[src/rtl/fetch_stage_if.sv]
// Fetch-stage bus bundle: instruction-memory handshake, decode-side controls and F/D register outputs.
interface fetch_stage_if #(
  parameter int PC_W    = 16,
  parameter int INSTR_W = 16
);
  logic               imem_req;
  logic [PC_W-1:0]    imem_addr;
  logic               imem_valid;
  logic [INSTR_W-1:0] imem_data;
  logic               fd_stall;
  logic               redirect_en;
  logic [PC_W-1:0]    redirect_pc;
  logic               fd_valid;
  logic [INSTR_W-1:0] fd_instr;
  logic [PC_W-1:0]    fd_oldPC;
  logic [PC_W-1:0]    fd_newPC;
  logic               halted;

  modport master (
    output imem_req, imem_addr, fd_valid, fd_instr, fd_oldPC, fd_newPC, halted,
    input  imem_valid, imem_data, fd_stall, redirect_en, redirect_pc
  );

  modport slave (
    input  imem_req, imem_addr, fd_valid, fd_instr, fd_oldPC, fd_newPC, halted,
    output imem_valid, imem_data, fd_stall, redirect_en, redirect_pc
  );
endinterface

[src/rtl/fetch_stage.sv]
// Instruction-fetch front end: owns the PC, handshakes with imem, drives the F/D register.
// Optional FETCH_PERF_CNT_EN adds saturating perf_fetched / perf_stall counters.
module fetch_stage #(
  parameter int              PC_W     = 16,
  parameter int              INSTR_W  = 16,
  parameter logic [PC_W-1:0] RESET_PC = '0
) (
  input  logic         clk,
  input  logic         rst,
`ifdef FETCH_PERF_CNT_EN
  output logic [15:0]  perf_fetched,
  output logic [15:0]  perf_stall,
`endif
  fetch_stage_if.master bus
);

  typedef enum logic [0:0] {FETCH, HALTED} state_t;

  state_t          state;
  logic [PC_W-1:0] pc;
  logic            out_free;
  logic            transfer;
  logic            is_halt;

  assign out_free     = !bus.fd_valid || !bus.fd_stall;
  assign bus.imem_req = (state == FETCH) && !rst && out_free && !bus.redirect_en;
  assign bus.imem_addr = pc;
  assign transfer     = bus.imem_req && bus.imem_valid;
  assign is_halt      = (bus.imem_data[INSTR_W-1 -: 4] == 4'hF);

  always_ff @(posedge clk) begin
    if (rst) begin
      state        <= FETCH;
      pc           <= RESET_PC;
      bus.fd_valid <= 1'b0;
      bus.fd_instr <= '0;
      bus.fd_oldPC <= '0;
      bus.fd_newPC <= '0;
      bus.halted   <= 1'b0;
    end else if (bus.redirect_en) begin
      // Redirect flushes only valid; the stale payload is never observed.
      state        <= FETCH;
      pc           <= bus.redirect_pc;
      bus.fd_valid <= 1'b0;
      bus.halted   <= 1'b0;
    end else if (transfer) begin
      bus.fd_valid <= 1'b1;
      bus.fd_instr <= bus.imem_data;
      bus.fd_oldPC <= pc;
      if (is_halt) begin
        bus.fd_newPC <= pc;
        state        <= HALTED;
        bus.halted   <= 1'b1;
      end else begin
        bus.fd_newPC <= pc + PC_W'(2);
        pc           <= pc + PC_W'(2);
      end
    end else if (!bus.fd_stall) begin
      bus.fd_valid <= 1'b0;
    end
  end

`ifdef FETCH_PERF_CNT_EN
  always_ff @(posedge clk) begin
    if (rst) begin
      perf_fetched <= '0;
      perf_stall   <= '0;
    end else begin
      if (transfer && perf_fetched != '1)
        perf_fetched <= perf_fetched + 16'd1;
      if (bus.fd_valid && bus.fd_stall && perf_stall != '1)
        perf_stall <= perf_stall + 16'd1;
    end
  end
`endif

endmodule
[src/flat_wrapper.sv]
// flat-port wrapper written by rule: the top's interface ports become plain ports
module fetch_stage_flat 
#(
  parameter int              PC_W     = 16,
  parameter int              INSTR_W  = 16,
  parameter logic [PC_W-1:0] RESET_PC = '0
)
  (clk, rst, bus_imem_req, bus_imem_addr, bus_fd_valid, bus_fd_instr, bus_fd_oldPC, bus_fd_newPC, bus_halted, bus_imem_valid, bus_imem_data, bus_fd_stall, bus_redirect_en, bus_redirect_pc);
  fetch_stage_if #(.PC_W(PC_W), .INSTR_W(INSTR_W)) bus_i ();
  input  logic clk;
  input  logic rst;
  output wire logic [$bits(bus_i.imem_req)-1:0] bus_imem_req;
  output wire logic [$bits(bus_i.imem_addr)-1:0] bus_imem_addr;
  output wire logic [$bits(bus_i.fd_valid)-1:0] bus_fd_valid;
  output wire logic [$bits(bus_i.fd_instr)-1:0] bus_fd_instr;
  output wire logic [$bits(bus_i.fd_oldPC)-1:0] bus_fd_oldPC;
  output wire logic [$bits(bus_i.fd_newPC)-1:0] bus_fd_newPC;
  output wire logic [$bits(bus_i.halted)-1:0] bus_halted;
  input wire logic [$bits(bus_i.imem_valid)-1:0] bus_imem_valid;
  input wire logic [$bits(bus_i.imem_data)-1:0] bus_imem_data;
  input wire logic [$bits(bus_i.fd_stall)-1:0] bus_fd_stall;
  input wire logic [$bits(bus_i.redirect_en)-1:0] bus_redirect_en;
  input wire logic [$bits(bus_i.redirect_pc)-1:0] bus_redirect_pc;
  assign bus_imem_req = bus_i.imem_req;
  assign bus_imem_addr = bus_i.imem_addr;
  assign bus_fd_valid = bus_i.fd_valid;
  assign bus_fd_instr = bus_i.fd_instr;
  assign bus_fd_oldPC = bus_i.fd_oldPC;
  assign bus_fd_newPC = bus_i.fd_newPC;
  assign bus_halted = bus_i.halted;
  assign bus_i.imem_valid = bus_imem_valid;
  assign bus_i.imem_data = bus_imem_data;
  assign bus_i.fd_stall = bus_fd_stall;
  assign bus_i.redirect_en = bus_redirect_en;
  assign bus_i.redirect_pc = bus_redirect_pc;
  fetch_stage #(.PC_W(PC_W), .INSTR_W(INSTR_W), .RESET_PC(RESET_PC)) u_core (.clk(clk), .rst(rst), .bus(bus_i));
endmodule
[config.mk]
export PLATFORM = sky130hd
export DESIGN_NAME = fetch_stage_flat
export DESIGN_NICKNAME = d
export VERILOG_FILES = /design/src/rtl/fetch_stage_if.sv /design/src/rtl/fetch_stage.sv /design/src/flat_wrapper.sv
export SDC_FILE = /design/constraint.sdc
export NUM_CORES = 1
export LEC_CHECK = 0
export CAP_MARGIN = 10
export CORE_MARGIN = 5
export CORE_UTILIZATION = 43
export DETAILED_ROUTE_END_ITERATION = 12
export PLACE_DENSITY = 0.79
export SLEW_MARGIN = 25
export SYNTH_ARGS = -nofsm -noshare
export SYNTH_HDL_FRONTEND = slang
export SYNTH_SLANG_ARGS = --single-unit
[constraint.sdc]
create_clock -name clk -period 2 [get_ports clk]
set_clock_uncertainty 0.05 [all_clocks]
set_input_delay 0.6 -clock clk [delete_from_list [all_inputs] [get_ports clk]]
set_output_delay 0.6 -clock clk [all_outputs]
set_load 0.02 [all_outputs]
==> flow_summary.json <==
{
  "run_status": "finished, final reports clean",
  "synth_top_family_by_area": "simple AND/OR/NAND/NOR gates",
  "synth_compound_area_share_pct": 20.77,
  "muxShareOfSynthArea_pct": 0.7989,
  "cts.reportedPaths.clkPinSlew_ns": 0.07,
  "cts_sinks": 65,
  "io_buffers": 103,
  "intPower_w": 0.002272,
  "ir_drop_mv": 0.5661,
  "vias": 2810,
  "core_area_um2": 5956,
  "clockRootBuffer": "clkbuf_8",
  "htreeDepth": 3,
  "ios": 104,
  "power.leakage_nw": 1.705,
  "place_congestion": 0.8333,
  "synthMostInstantiatedCell": "nand2_1",
  "slew_viol_final": 0,
  "synth-simple-area-share_pct": 21.15,
  "synth_nets": 363,
  "synth.area.top_cells": "dfxtp_1, nand2_1, a21oi_1",
  "max-slew-margin-rel_pct": 60.45,
  "numCtsBuffers": 9,
  "worstPathCellList": "clkdlybuf4s50_1",
  "grt.total_usage_pct": 21.75,
  "die_area_um2": 7866,
  "rows": 28,
  "syn_area_per_cell_um2": 8.192,
  "ys_types": 36,
  "synthAdderAreaFrac_pct": 0.4699,
  "setup_viol": 0,
  "cts_tree": "yes",
  "switching_share_pct": 24.33,
  "async_reset_ff_share_pct": 0,
  "rsz0062_at_grt": "no",
  "dr.pass1.iters": 5,
  "slowest_delay_ns": 0.63,
  "grt_max_degree": 58,
  "nNetsFinal": 494,
  "multi_input_area_um2": 1264,
  "drc_errors": 0,
  "fin_ws_ns": 0.03942,
  "worstPathMaxFanout": 2,
  "layout_min_cycle_time_ns": 1.961,
  "grt_first_pass_wirelength_mm": 13.33,
  "overflow": 0,
  "cp_top_family": "buffers and inverters",
  "syn_inst": 325,
  "wirelength_mm": 8.084,
  "cpMaxStageDelayCell": "clkdlybuf4s50_1",
  "final_util_pct": 70.84,
  "rrSetupSlack_ns": 0.17,
  "max_freq_mhz": 510.1,
  "ys_seq_area_share_pct": 48.87,
  "synth_edf_count": 0,
  "worst-path-buf-inv": 1,
  "synth-xor-area-share_pct": 3.289,
  "fillCellCount": 483,
  "powerDensity_nw_per_um2": 711.5,
  "first_iter_violations": 97,
  "switching_power_w": 0.0007303,
  "dp_slack_ns": -0.8217,
  "synth_common_cells": "nand2_1, dfxtp_1, a21oi_1",
  "seqPwrFrac_pct": 46.0,
  "postCtsSetupBuffers": 0,
  "crit_required_ns": 1.35,
  "ys_warn_count": 0,
  "worst-setup-path-type": "flop to output port",
  "diodes": 0,
  "ys_ff_latch": 65,
  "wl_per_cell_um": 15.08,
  "clkPwrFrac_pct": 38.9,
  "arrival_ns": 1.31,
  "synthFlopType": "dfxtp_1",
  "grt_antenna_before_repair": 0,
  "power_frac_comb_pct": 15.1,
  "synth.largest_area_cell": "dfxtp_1",
  "synth_top_area_share_pct": 48.87,
  "die_x_um": 88.69,
  "final-seq-area_um2": 1301,
  "clkLatencyLatePin_ns": 0.33,
  "worst_pin_slew_ns": 0.5932,
  "cap_violations": 0,
  "areaGrowthSynthToFinish_pct": 58.46,
  "drive_gt1_share_pct": 14.10,
  "cp-start-kind": "flop",
  "grt_pass1_vias": 2874,
  "min_period_over_period_pct": 98.03,
  "ctsHoldBuffers": 0,
  "viasPerCell": 5.243,
  "power.total_w": 0.003002,
  "finalHoldViolations": 0,
  "die_height_um": 88.69,
  "ant_nets": 0,
  "dp_hpwl_mm": 5.854,
  "initial_core_util_pct": 44.71,
  "synth_area_um2": 2663,
  "hold_path_class": "flop to flop",
  "end_kind": "output port",
  "cts_max_path_buffers": 2
}
==> through the flow <==
stage               cell area, um2  hold WS (ns)  TNS (ns)  instances
finish                        4219        0.4021         0        536
detailed placement            4018        0.3971    -32.30        520
global placement              4018        0.3829    -30.62        520
floorplan                     2693        0.4688   -0.1248        325
global route                  4219        0.4245         0        536
CTS                           4195        0.4076         0        536
==> registers in the layout, summed over array words and instances (netlist names) <==
name,cells
u_core.bus.fd_instr,16
u_core.bus.halted,1
u_core.bus.fd_valid,1
u_core.bus.imem_addr,16
u_core.bus.fd_oldPC,15
u_core.bus.fd_newPC,16
==> power by group through the flow <==
stage / Clock (W) / Combinational, W / Sequential, W
final: 0.00117 / 0.000452 / 0.00138
after global routing: 0.00127 / 0.000486 / 0.00139
after CTS: 0.00120 / 0.000453 / 0.00138
after detailed placement: 0 / 0.000460 / 0.00141
after global placement: 0 / 0.000455 / 0.00141
after floorplan: 0 / 0.000146 / 0.00147
==> placed cells by master, fill, tap and decap left out, drive strengths merged, types with 2 or more instances in the layout <==
| master | netlist | routed |
|---|---|---|
| a21o | 5 | 5 |
| clkbuf | 11 | 13 |
| inv | 2 | 2 |
| a22oi | 6 | 6 |
| dlymetal6s2s | 0 | 5 |
| nor3 | 5 | 5 |
| nor2 | 12 | 12 |
| bufinv | 0 | 2 |
| a221oi | 2 | 2 |
| and2 | 6 | 6 |
| nand3 | 5 | 5 |
| nand4 | 6 | 6 |
| dlygate4sd2 | 0 | 12 |
| clkdlybuf4s50 | 0 | 82 |
| o22ai | 2 | 2 |
| o21ai | 13 | 13 |
| dfxtp | 65 | 65 |
| buf | 12 | 44 |
| and4 | 2 | 2 |
| xnor2 | 4 | 4 |
| a222oi | 2 | 2 |
| nand2 | 85 | 85 |
| and3 | 3 | 3 |
| xor2 | 6 | 6 |
| a21oi | 55 | 55 |
| a31oi | 3 | 3 |
==> cells by family after synthesis <==
group | after synthesis
adder cells (fa/ha/maj) | 1
flip-flops | 65
multiplexers | 2
AO/OA/AOI/OAI | 93
buffers and inverters | 25
AND/OR/NAND/NOR | 129
XOR/XNOR | 10
==> layer usage <==
layer  global-route usage (%)  part of all wire [%]  up-vias
li1                         -                     -     1381
met1                    25.68                    41     1312
met3                    5.959                   7.5       18
met4                    10.30                   2.9        0
met2                    36.44                    48       99
met5                        0                     0        -
==> worst paths after layout <==
path	from	end	cells after the start
worst min register to register	u_core.bus.fd_newPC[14]	u_core.bus.fd_newPC[14]	2
worst max-delay path	u_core.bus.fd_newPC[15]	bus_fd_newPC[15]	1
worst max register to register	u_core.bus.imem_addr[4]	u_core.bus.imem_addr[12]	5
worst min-delay path	u_core.bus.fd_newPC[14]	u_core.bus.fd_newPC[14]	2
==> what timing repair did <==
item                       CTS  global route
pin swaps                    1             1
gates resized for setup     26             9
setup endpoints to repair   77            10
==> area by class of cell <==
| type | count | area share, % |
|---|---|---|
| clock buffer | 13 | 3.292 |
| clock inverter | 3 | 1.542 |
| inverter | 2 | 0.1779 |
| multi-input combinational | 235 | 29.95 |
| sequential | 65 | 30.84 |
| tap | 75 | 2.224 |
| timing repair buffer | 143 | 31.97 |
No activity file was read; power rests on OpenSTA's default activity.
